==> config.mk <==
export PLATFORM = sky130hd
export DESIGN_NAME = sync_decoder
export DESIGN_NICKNAME = d
export VERILOG_FILES = /design/src/rtl/sync_decoder.sv
export SDC_FILE = /design/constraint.sdc
export NUM_CORES = 1
export LEC_CHECK = 0
export ABC_AREA = 1
export CAP_MARGIN = 5
export CORE_AREA = 2 2 74 76
export DETAILED_ROUTE_END_ITERATION = 10
export DIE_AREA = 0 0 76 78
export PLACE_DENSITY = 0.86
export REMOVE_ABC_BUFFERS = 1
export SLEW_MARGIN = 20
export SYNTH_ARGS = -nofsm -noshare
export SYNTH_HDL_FRONTEND = slang
export SYNTH_SLANG_ARGS = --single-unit
export TNS_END_PERCENT = 10
==> constraint.sdc <==
create_clock -name main_clk -period 2.6 [get_ports main_clk]
set_input_delay 0.26 -clock main_clk [delete_from_list [all_inputs] [get_ports main_clk]]
set_output_delay 0.26 -clock main_clk [all_outputs]
set_load 0.02 [all_outputs]
==> src/rtl/sync_decoder.sv <==
// Purpose: regenerate beam position and line/frame lengths from HSYNC/VSYNC; track horizontal lock.
// Latency: outputs register one main_clk after the cck_ena cycle that samples the sync edge.
// Backpressure: none; the block advances only on cck_ena and holds state otherwise.
module sync_decoder #(
    parameter int LOCK_LINES = 4,
    parameter int HLEN_MIN   = 226,
    parameter int HLEN_MAX   = 228
) (
    input  logic        main_clk,
    input  logic        main_rst,
    input  logic        cck_ena,
    input  logic        HSYNC,
    input  logic        VSYNC,
    output logic [8:0]  HPOS,
    output logic [10:0] VPOS,
    output logic [8:0]  LINE_LEN,
    output logic [10:0] FRAME_LEN,
    output logic        HS_PULSE,
    output logic        LOCKED,
    output logic        NTSC_DET,
    output logic        LONG_FRAME
);

    localparam logic [1:0] ST_UNLOCKED = 2'd0;
    localparam logic [1:0] ST_ACQUIRE  = 2'd1;
    localparam logic [1:0] ST_LOCKED   = 2'd2;

    localparam logic [8:0] HMIN     = HLEN_MIN[8:0];
    localparam logic [8:0] HMAX     = HLEN_MAX[8:0];
    localparam logic [2:0] LOCK_CNT = LOCK_LINES[2:0];

    // Previous sync samples; held at 1 by reset so an idle-high input never looks like an edge.
    logic        hs_q;
    logic        vs_q;
    // Set once the first (partial) line has been aligned; lines before that are not judged.
    logic        first_seen;

    logic [1:0]  state;
    logic [1:0]  state_nxt;
    logic [2:0]  cnt;
    logic [2:0]  cnt_nxt;
    logic [2:0]  cnt_inc;

    logic        hs_fall;
    logic        vs_fall;
    logic [9:0]  hpos_inc;
    logic [8:0]  hpos_sat;
    logic [11:0] vpos_inc;
    logic [10:0] vpos_sat;
    logic        line_ok;

    // Edge detection and saturating position arithmetic shared by datapath and FSM.
    always_comb begin
        hs_fall  = cck_ena & hs_q & ~HSYNC;
        vs_fall  = cck_ena & vs_q & ~VSYNC;
        hpos_inc = {1'b0, HPOS} + 10'd1;
        hpos_sat = hpos_inc[9] ? 9'h1FF : hpos_inc[8:0];
        vpos_inc = {1'b0, VPOS} + 12'd1;
        vpos_sat = vpos_inc[11] ? 11'h7FF : vpos_inc[10:0];
        line_ok  = (hpos_sat >= HMIN) && (hpos_sat <= HMAX);
        cnt_inc  = cnt + 3'd1;
    end

    // Lock FSM next state: judge each completed line, and drop lock when HSYNC goes missing.
    always_comb begin
        state_nxt = state;
        cnt_nxt   = cnt;
        if (hs_fall && first_seen) begin
            case (state)
                ST_UNLOCKED: begin
                    if (line_ok) begin
                        cnt_nxt   = 3'd1;
                        state_nxt = (LOCK_CNT <= 3'd1) ? ST_LOCKED : ST_ACQUIRE;
                    end
                end
                ST_ACQUIRE: begin
                    if (line_ok) begin
                        cnt_nxt = cnt_inc;
                        if (cnt_inc >= LOCK_CNT) begin
                            state_nxt = ST_LOCKED;
                        end
                    end else begin
                        cnt_nxt   = 3'd0;
                        state_nxt = ST_UNLOCKED;
                    end
                end
                ST_LOCKED: begin
                    if (!line_ok) begin
                        cnt_nxt   = 3'd0;
                        state_nxt = ST_UNLOCKED;
                    end
                end
                default: begin
                    cnt_nxt   = 3'd0;
                    state_nxt = ST_UNLOCKED;
                end
            endcase
        end else if (cck_ena && (state == ST_LOCKED) && (HPOS == 9'h1FF)) begin
            cnt_nxt   = 3'd0;
            state_nxt = ST_UNLOCKED;
        end
    end

    // Lock FSM state and its registered LOCKED flag, updated together.
    always_ff @(posedge main_clk) begin
        if (main_rst) begin
            state  <= ST_UNLOCKED;
            cnt    <= 3'd0;
            LOCKED <= 1'b0;
        end else begin
            state  <= state_nxt;
            cnt    <= cnt_nxt;
            LOCKED <= (state_nxt == ST_LOCKED);
        end
    end

    // Sync sampling, position counters and line/frame measurements; VSYNC wins over the line increment.
    always_ff @(posedge main_clk) begin
        if (main_rst) begin
            hs_q       <= 1'b1;
            vs_q       <= 1'b1;
            first_seen <= 1'b0;
            HPOS       <= 9'd0;
            VPOS       <= 11'd0;
            LINE_LEN   <= 9'd0;
            FRAME_LEN  <= 11'd0;
            HS_PULSE   <= 1'b0;
            NTSC_DET   <= 1'b0;
            LONG_FRAME <= 1'b0;
        end else begin
            HS_PULSE <= hs_fall;
            if (cck_ena) begin
                hs_q <= HSYNC;
                vs_q <= VSYNC;
                if (hs_fall) begin
                    LINE_LEN   <= hpos_sat;
                    HPOS       <= 9'd0;
                    first_seen <= 1'b1;
                end else begin
                    HPOS <= hpos_sat;
                end
                if (vs_fall) begin
                    FRAME_LEN  <= vpos_sat;
                    VPOS       <= 11'd0;
                    NTSC_DET   <= (vpos_inc < 12'd288);
                    LONG_FRAME <= vpos_inc[0];
                end else if (hs_fall) begin
                    VPOS <= vpos_sat;
                end
            end
        end
    end

endmodule

==> run_summary.xml, run 1 <==
<?xml version="1.0" encoding="UTF-8"?>
<metrics>
  <group name="run_status">
    <metric name="run_status" unit="">finished clean</metric>
  </group>
  <group name="cts">
    <metric name="clock-root-buffer" unit="">sky130_fd_sc_hd__clkbuf_8</metric>
    <metric name="tritoncts_clock_tree" unit="">done</metric>
    <metric name="ctsHoldBuffers" unit="">0</metric>
    <metric name="number_of_h_tree_levels" unit="">2</metric>
    <metric name="number_of_buffers_added_by_the_clock_tree_synthesis_step" unit="">5</metric>
    <metric name="clock_sink_count" unit="">52</metric>
    <metric name="worst_skew_pair.late_latency" unit="ps">310</metric>
    <metric name="cts.reportedPaths.clkPinSlew" unit="ps">100</metric>
    <metric name="max-clock-path-buffers" unit="">2</metric>
    <metric name="ctsResizeCount" unit="">0</metric>
    <metric name="postCtsSetupRepairBufs" unit="">0</metric>
  </group>
  <group name="global_routing">
    <metric name="total_overflow_reported_by_the_global_router" unit="">0</metric>
    <metric name="antenna_violations_before_repair" unit="">0</metric>
    <metric name="grt_pass1_vias" unit="">2333</metric>
    <metric name="grt_pass1_wl" unit="mm">10.4</metric>
    <metric name="grt_start_max_net_pins" unit="">35</metric>
    <metric name="grt_util_all_layers" unit="%">21.4</metric>
  </group>
  <group name="logic_synthesis">
    <metric name="number_of_warnings_printed_during_yosys_synthesis" unit="">0</metric>
    <metric name="count_of_state_elements_after_synthesis" unit="">52</metric>
    <metric name="post_synth_mux_area_share" unit="%">0</metric>
    <metric name="yosys_cell_types" unit="">28</metric>
    <metric name="syn_avg_cell_area" unit="um^2">6.93</metric>
    <metric name="synth-simple-area-share" unit="%">32.9</metric>
    <metric name="mappedNetlistArea" unit="um^2">2570</metric>
    <metric name="synthAdderAreaFrac" unit="%">1.95</metric>
    <metric name="synth_compound_area_share" unit="%">11.9</metric>
    <metric name="synth_sequential_area_ratio" unit="%">40.5</metric>
    <metric name="postSynthCellCount" unit="">371</metric>
    <metric name="synthXorXnorAreaFrac" unit="%">3.75</metric>
    <metric name="main_combinational_cell_family_by_area_after_synthesis" unit="">simple AND/OR/NAND/NOR gates</metric>
  </group>
  <group name="routing">
    <metric name="detailroute.via_count" unit="">2487</metric>
    <metric name="drt-total-wl" unit="mm">6.12</metric>
    <metric name="ant_nets" unit="">0</metric>
    <metric name="routedWlPerCell" unit="um">12.5</metric>
    <metric name="drcViolationCount" unit="">0</metric>
    <metric name="detailedRoute.firstPassIterationCount" unit="">4</metric>
    <metric name="vias_per_cell" unit="">5.07</metric>
    <metric name="drt_iter0_markers" unit="">225</metric>
  </group>
  <group name="floorplanning">
    <metric name="initial_core_util" unit="%">51.0</metric>
    <metric name="placement_rows" unit="">26</metric>
    <metric name="die_height" unit="um">78</metric>
    <metric name="dieArea" unit="um^2">5930</metric>
    <metric name="chipWidth" unit="um">76</metric>
    <metric name="pin_count" unit="">49</metric>
    <metric name="core_area" unit="um^2">5040</metric>
  </group>
  <group name="sta">
    <metric name="timing_worst_slew_pin_value" unit="ps">690</metric>
    <metric name="post-route-period-util" unit="%">88.0</metric>
    <metric name="timing.fmax" unit="MHz">437</metric>
    <metric name="fin_worst_hold_slack" unit="ps">487</metric>
    <metric name="fin_crit" unit="ps">2290</metric>
    <metric name="final-hold-violation-count" unit="">0</metric>
    <metric name="slew_headroom" unit="%">53.8</metric>
    <metric name="grt_setup_unrepaired" unit="">no</metric>
    <metric name="worst_clock_skew" unit="ps">7.56</metric>
    <metric name="finalSetupViolCount" unit="">0</metric>
    <metric name="total_negative_setup_slack" unit="ps">0</metric>
    <metric name="timing_max_transition_violations_final" unit="">0</metric>
  </group>
  <group name="critical_path">
    <metric name="critical_path_arrival" unit="ps">2510</metric>
    <metric name="crit_path_max_fanout" unit="">9</metric>
    <metric name="setup.worst_path.class" unit="">register to register</metric>
    <metric name="endpoint_kind" unit="">register</metric>
    <metric name="cp_data_required_time" unit="ps">2820</metric>
    <metric name="kind_of_start_point_of_the_critical_path" unit="">register</metric>
  </group>
  <group name="place">
    <metric name="place_congestion" unit="">0.909</metric>
    <metric name="portBuffers" unit="">48</metric>
    <metric name="placement.cell_area" unit="um^2">3130</metric>
    <metric name="place_hpwl" unit="mm">4.39</metric>
    <metric name="dp.cells" unit="">483</metric>
  </group>
  <group name="pwr">
    <metric name="power.leakage" unit="nW">1.42</metric>
    <metric name="ir_worst_vdd" unit="mV">0.345</metric>
    <metric name="power_density" unit="nW/um^2">473</metric>
    <metric name="report.power.total" unit="mW">1.52</metric>
  </group>
  <group name="final_layout">
    <metric name="final_layout_size_suffix_gt1_share" unit="%">8.55</metric>
    <metric name="leading_cell_types_in_the_layout_fill_and_taps_excluded" unit="">sky130_fd_sc_hd__nand2_1 (83), sky130_fd_sc_hd__nor2_1 (56), sky130_fd_sc_hd__dfxtp_1 (52)</metric>
    <metric name="syn_to_final_growth" unit="%">25.3</metric>
    <metric name="fillers" unit="">461</metric>
    <metric name="nNetsFinal" unit="">429</metric>
    <metric name="mostFrequentLayoutCell" unit="">sky130_fd_sc_hd__nand2_1</metric>
    <metric name="final_cells" unit="">491</metric>
    <metric name="finalInstanceArea" unit="um^2">3220</metric>
    <metric name="n_antenna_cell" unit="">0</metric>
  </group>
  <group name="flow_run">
    <metric name="timing.max_cap.violations" unit="">0</metric>
  </group>
  <group name="min_path">
    <metric name="type_of_the_worst_min_delay_path" unit="">register to register</metric>
  </group>
</metrics>
-- cell type report --
class / instances / area (um^2) / area share [%]
Multi-Input combinational cell: 260 / 1300 / 40.3
Sequential cell: 52 / 1040 / 32.3
Timing Repair Buffer: 55 / 533 / 16.5
Inverter: 46 / 173 / 5.36
Tap cell: 70 / 87.6 / 2.72
Clock buffer: 5 / 68.8 / 2.14
Clock inverter: 3 / 21.3 / 0.660
-- kinds of logic after synthesis --
| kind of cell | after synthesis |
|---|---|
| AND/OR/NAND/NOR | 187 |
| flip-flops | 52 |
| buffers and inverters | 59 |
| AO/OA/AOI/OAI | 58 |
| adder cells (fa/ha/maj) | 4 |
| XOR/XNOR | 11 |
-- state kept, by name, summed over array words and instances (netlist names) --
register,count
FRAME_LEN,11
HPOS,9
HS_PULSE,1
LINE_LEN,9
LOCKED,1
LONG_FRAME,1
NTSC_DET,1
VPOS,11
cnt,3
first_seen,1
hs_q,1
state,2
vs_q,1
-- synth_stat cells (all sizes together) --
master / number / area, um^2
a21oi: 25 / 129
a31oi: 1 / 6.26
buf: 2 / 18.8
clkbuf: 11 / 41.3
dfxtp: 52 / 1040
ha: 4 / 50.1
inv: 46 / 173
nand2: 86 / 330
nand3: 26 / 165
nand3b: 2 / 15.0
nand4: 6 / 37.5
nor2: 61 / 256
nor2b: 1 / 13.8
nor3: 3 / 15.0
o211ai: 3 / 22.5
o21ai: 29 / 149
or2: 2 / 12.5
xnor2: 5 / 43.8
xor2: 6 / 52.6
-- worst max-delay path: stages (launching register included) --
cell and delay (ps):
sky130_fd_sc_hd__dfxtp_1 510, sky130_fd_sc_hd__ha_1 290, sky130_fd_sc_hd__nand3_1 100, sky130_fd_sc_hd__nor3_1 190, sky130_fd_sc_hd__ha_1 290, sky130_fd_sc_hd__nor2_1 100, sky130_fd_sc_hd__nand3_1 110, sky130_fd_sc_hd__nor2_4 160
sky130_fd_sc_hd__nand3_2 130, sky130_fd_sc_hd__nand3_2 130, sky130_fd_sc_hd__nor2b_4 150, sky130_fd_sc_hd__nor2_2 40
-- where the power goes --
| group | internal, mW | switching (mW) | leakage [nW] |
|---|---|---|---|
| Sequential | 0.826 | 0.0201 | 0.424 |
| Clock | 0.192 | 0.279 | 0.0445 |
| Combinational | 0.0849 | 0.122 | 0.952 |
-- final timing paths --
check | start | end | slack [ps] | depth (start not counted)
setup / recovery | HPOS[0]$_SDFFE_PP0P_ | cnt[1]$_SDFFE_PP0P_ | 310 | 11
hold reg to reg | vs_q$_SDFFE_PP1P_ | vs_q$_SDFFE_PP1P_ | 490 | 2
setup reg to reg | HPOS[0]$_SDFFE_PP0P_ | cnt[1]$_SDFFE_PP0P_ | 310 | 11
hold / removal | vs_q$_SDFFE_PP1P_ | vs_q$_SDFFE_PP1P_ | 490 | 2
-- layer usage --
layer / track usage, % / up-vias / wire (um)
met5: 0 / - / 0
met1: 25.1 / 1135 / 2670
li1: - / 1267 / -
met2: 38.3 / 72 / 3000
met3: 4.53 / 13 / 307
met4: 8.18 / 0 / 135
-- per-stage QoR --
stage	setup WS, ps	util [%]
2_1_floorplan	460	-
3_3_place_gp	491	62.1
3_5_place_dp	318	62.1
4_1_cts	317	63.9
5_1_grt	119	63.9
6_report	312	63.9
Note: power is estimated with default switching activity, not from simulation.
==> run 2, diff against run 1 <==
--- a/config.mk
+++ b/config.mk
@@ -7,9 +7,9 @@
 export LEC_CHECK = 0
 export ABC_AREA = 1
 export CAP_MARGIN = 5
-export CORE_AREA = 2 2 74 76
+export CORE_AREA = 10 10 82 84
 export DETAILED_ROUTE_END_ITERATION = 10
-export DIE_AREA = 0 0 76 78
+export DIE_AREA = 0 0 92 94
 export PLACE_DENSITY = 0.86
 export REMOVE_ABC_BUFFERS = 1
 export SLEW_MARGIN = 20
==> constraint.sdc (replaced) <==
create_clock -name main_clk -period 2.55 [get_ports main_clk]
set_input_delay 0.255 -clock main_clk [delete_from_list [all_inputs] [get_ports main_clk]]
set_output_delay 0.255 -clock main_clk [all_outputs]
set_load 0.02 [all_outputs]
==> run 2 against run 1 <==
Compared with the run above:
- clock-buffer cell count increased by 1
- critical endpoint unchanged
- sequential power increased by 2%
- first-iteration DRC count decreased by 18%
- cell count unchanged
- design area increased by 0.54%
- highest routed layer unchanged
- critical path type unchanged
- die area increased by 46%
- wire length increased by 5.9%
- maximum frequency increased by 2.9%
- total power increased by 7.4%
- via count increased by 0.24%
- worst hold slack got worse by 14 ps
- sequential share of layout area decreased by 0.17 points
==> run_summary.xml, run 2 (same netlist as run 1, synthesis figures left out) <==
<?xml version="1.0" encoding="UTF-8"?>
<metrics>
  <group name="critical_path">
    <metric name="timing.rr.start" unit="">HPOS[0]$_SDFFE_PP0P_</metric>
    <metric name="setup.worst_path.class" unit="">register to register</metric>
    <metric name="kind_of_start_point_of_the_critical_path" unit="">register</metric>
    <metric name="crit_path_max_fanout" unit="">9</metric>
    <metric name="r2r_end" unit="">cnt[1]$_SDFFE_PP0P_</metric>
    <metric name="cp_data_required_time" unit="ps">2760</metric>
    <metric name="reg_to_reg_slack_setup" unit="ps">330</metric>
    <metric name="critical_path_arrival" unit="ps">2440</metric>
    <metric name="endpoint_kind" unit="">register</metric>
    <metric name="worst-r2r-cell-count" unit="">11</metric>
  </group>
  <group name="final_layout">
    <metric name="mostFrequentLayoutCell" unit="">sky130_fd_sc_hd__nand2_1</metric>
    <metric name="reg_top3" unit="">FRAME_LEN (11), VPOS (11)</metric>
    <metric name="n_antenna_cell" unit="">0</metric>
    <metric name="final_layout_size_suffix_gt1_share" unit="%">8.31</metric>
    <metric name="syn_to_final_growth" unit="%">26.0</metric>
    <metric name="leading_cell_types_in_the_layout_fill_and_taps_excluded" unit="">sky130_fd_sc_hd__nand2_1 (83), sky130_fd_sc_hd__nor2_1 (56), sky130_fd_sc_hd__dfxtp_1 (52)</metric>
    <metric name="fillers" unit="">467</metric>
    <metric name="nNetsFinal" unit="">429</metric>
  </group>
  <group name="sta">
    <metric name="post-route-period-util" unit="%">87.2</metric>
    <metric name="fin_worst_hold_slack" unit="ps">473</metric>
    <metric name="slew_headroom" unit="%">51.9</metric>
    <metric name="total_negative_setup_slack" unit="ps">0</metric>
    <metric name="grt_setup_unrepaired" unit="">no</metric>
    <metric name="timing.fmax" unit="MHz">450</metric>
    <metric name="finalSetupViolCount" unit="">0</metric>
    <metric name="worst_clock_skew" unit="ps">8.30</metric>
    <metric name="final-hold-violation-count" unit="">0</metric>
    <metric name="fin_crit" unit="ps">2220</metric>
    <metric name="timing_worst_slew_pin_value" unit="ps">719</metric>
    <metric name="final.setup.worst_slack" unit="ps">327</metric>
    <metric name="timing_max_transition_violations_final" unit="">0</metric>
  </group>
  <group name="pwr">
    <metric name="power_density" unit="nW/um^2">505</metric>
    <metric name="power.leakage" unit="nW">1.43</metric>
    <metric name="ir_worst_vdd" unit="mV">0.271</metric>
  </group>
  <group name="global_routing">
    <metric name="grt_start_max_net_pins" unit="">24</metric>
    <metric name="grt_pass1_vias" unit="">2392</metric>
    <metric name="total_overflow_reported_by_the_global_router" unit="">0</metric>
    <metric name="antenna_violations_before_repair" unit="">0</metric>
    <metric name="grt_pass1_wl" unit="mm">11.0</metric>
    <metric name="grt_util_all_layers" unit="%">15.2</metric>
  </group>
  <group name="cts">
    <metric name="clock-root-buffer" unit="">sky130_fd_sc_hd__clkbuf_8</metric>
    <metric name="number_of_buffers_added_by_the_clock_tree_synthesis_step" unit="">5</metric>
    <metric name="ctsResizeCount" unit="">0</metric>
    <metric name="worst_skew_pair.late_latency" unit="ps">310</metric>
    <metric name="max-clock-path-buffers" unit="">2</metric>
    <metric name="clock_sink_count" unit="">52</metric>
    <metric name="number_of_h_tree_levels" unit="">2</metric>
    <metric name="tritoncts_clock_tree" unit="">done</metric>
    <metric name="ctsHoldBuffers" unit="">0</metric>
    <metric name="postCtsSetupRepairBufs" unit="">0</metric>
    <metric name="cts.reportedPaths.clkPinSlew" unit="ps">100</metric>
  </group>
  <group name="routing">
    <metric name="routedWlPerCell" unit="um">13.2</metric>
    <metric name="vias_per_cell" unit="">5.08</metric>
    <metric name="ant_nets" unit="">0</metric>
    <metric name="drt-total-wl" unit="mm">6.48</metric>
    <metric name="drt_iter0_markers" unit="">185</metric>
    <metric name="detailroute.via_count" unit="">2493</metric>
    <metric name="detailedRoute.firstPassIterationCount" unit="">4</metric>
    <metric name="drcViolationCount" unit="">0</metric>
  </group>
  <group name="floorplanning">
    <metric name="pin_count" unit="">49</metric>
    <metric name="initial_core_util" unit="%">50.7</metric>
    <metric name="die_height" unit="um">94</metric>
    <metric name="dieArea" unit="um^2">8650</metric>
    <metric name="placement_rows" unit="">26</metric>
    <metric name="chipWidth" unit="um">92</metric>
    <metric name="core_area" unit="um^2">5070</metric>
  </group>
  <group name="run_status">
    <metric name="run_status" unit="">finished clean</metric>
  </group>
  <group name="min_path">
    <metric name="whs_endpoint" unit="">vs_q$_SDFFE_PP1P_</metric>
    <metric name="type_of_the_worst_min_delay_path" unit="">register to register</metric>
    <metric name="hold_path_stages" unit="">2</metric>
    <metric name="startpoint_of_the_worst_hold_path" unit="">vs_q$_SDFFE_PP1P_</metric>
  </group>
  <group name="place">
    <metric name="dp_worst_setup_slack" unit="ps">336</metric>
    <metric name="place_congestion" unit="">0.875</metric>
    <metric name="portBuffers" unit="">48</metric>
    <metric name="place_hpwl" unit="mm">4.80</metric>
  </group>
  <group name="flow_run">
    <metric name="timing.max_cap.violations" unit="">0</metric>
  </group>
</metrics>
==> run 2: cell types whose count changed in the layout (fill, tap and decap cells not counted), sizes merged <==
cell,previous run,this run
inv,47,46
bufinv,0,1
clkinvlp,1,0
clkbuf,5,6
==> run 2: stage by stage <==
step | util (%) | cell area (um^2) | power (mW) | instances
3_5_place_dp | 61.7 | 3130 | 1.09 | 483
3_3_place_gp | 61.7 | 3130 | 1.08 | 483
5_1_grt | 63.9 | 3240 | 1.70 | 491
2_1_floorplan | - | 2510 | 0.987 | 358
4_1_cts | 63.9 | 3240 | 1.65 | 491
6_report | 63.9 | 3240 | 1.64 | 491
==> run 2: critical path, cell delays in order (launching register included) <==
cell and delay (ps):
sky130_fd_sc_hd__dfxtp_1 510, sky130_fd_sc_hd__ha_1 290, sky130_fd_sc_hd__nand3_1 100, sky130_fd_sc_hd__nor3_1 170, sky130_fd_sc_hd__ha_1 270, sky130_fd_sc_hd__nor2_1 110
sky130_fd_sc_hd__nand3_1 110, sky130_fd_sc_hd__nor2_4 150, sky130_fd_sc_hd__nand3_2 120, sky130_fd_sc_hd__nand3_2 120, sky130_fd_sc_hd__nor2b_4 140, sky130_fd_sc_hd__nor2_2 40
==> run 2: per-layer routing <==
layer	global-route usage (%)	part of all wire, %	vias to the layer above
met5	0	0	-
met4	4.11	0.80	0
met3	6.08	7.9	5
met2	26.9	48	57
met1	16.5	43	1162
li1	-	-	1269
==> run 2: worst max-delay path by stage <==
stage                               end  slack, ps                  from
floorplan           cnt[1]$_SDFFE_PP0P_        410  HPOS[0]$_SDFFE_PP0P_
global placement    cnt[1]$_SDFFE_PP0P_        430               cck_ena
detailed placement  cnt[1]$_SDFFE_PP0P_        340  HPOS[0]$_SDFFE_PP0P_
CTS                 cnt[1]$_SDFFE_PP0P_        310  HPOS[0]$_SDFFE_PP0P_
global route        cnt[2]$_SDFFE_PP0P_         90  HPOS[0]$_SDFFE_PP0P_
finish              cnt[1]$_SDFFE_PP0P_        330  HPOS[0]$_SDFFE_PP0P_
==> run 2: final cells by class <==
cell class | count | area [um^2] | area share [%]
flip-flops and latches | 52 | 1040 | 32.1
multi-input cells | 260 | 1300 | 40.1
clock inverters | 2 | 35.0 | 1.08
clock buffers | 6 | 72.6 | 2.24
inverters | 46 | 173 | 5.33
repair buffers | 55 | 533 | 16.4
well taps | 70 | 87.6 | 2.70
==> run 2: power by group <==
| group | switching [mW] | total, mW | internal (mW) |
|---|---|---|---|
| logic | 0.123 | 0.207 | 0.0843 |
| registers | 0.0209 | 0.863 | 0.842 |
| clock network | 0.276 | 0.568 | 0.292 |
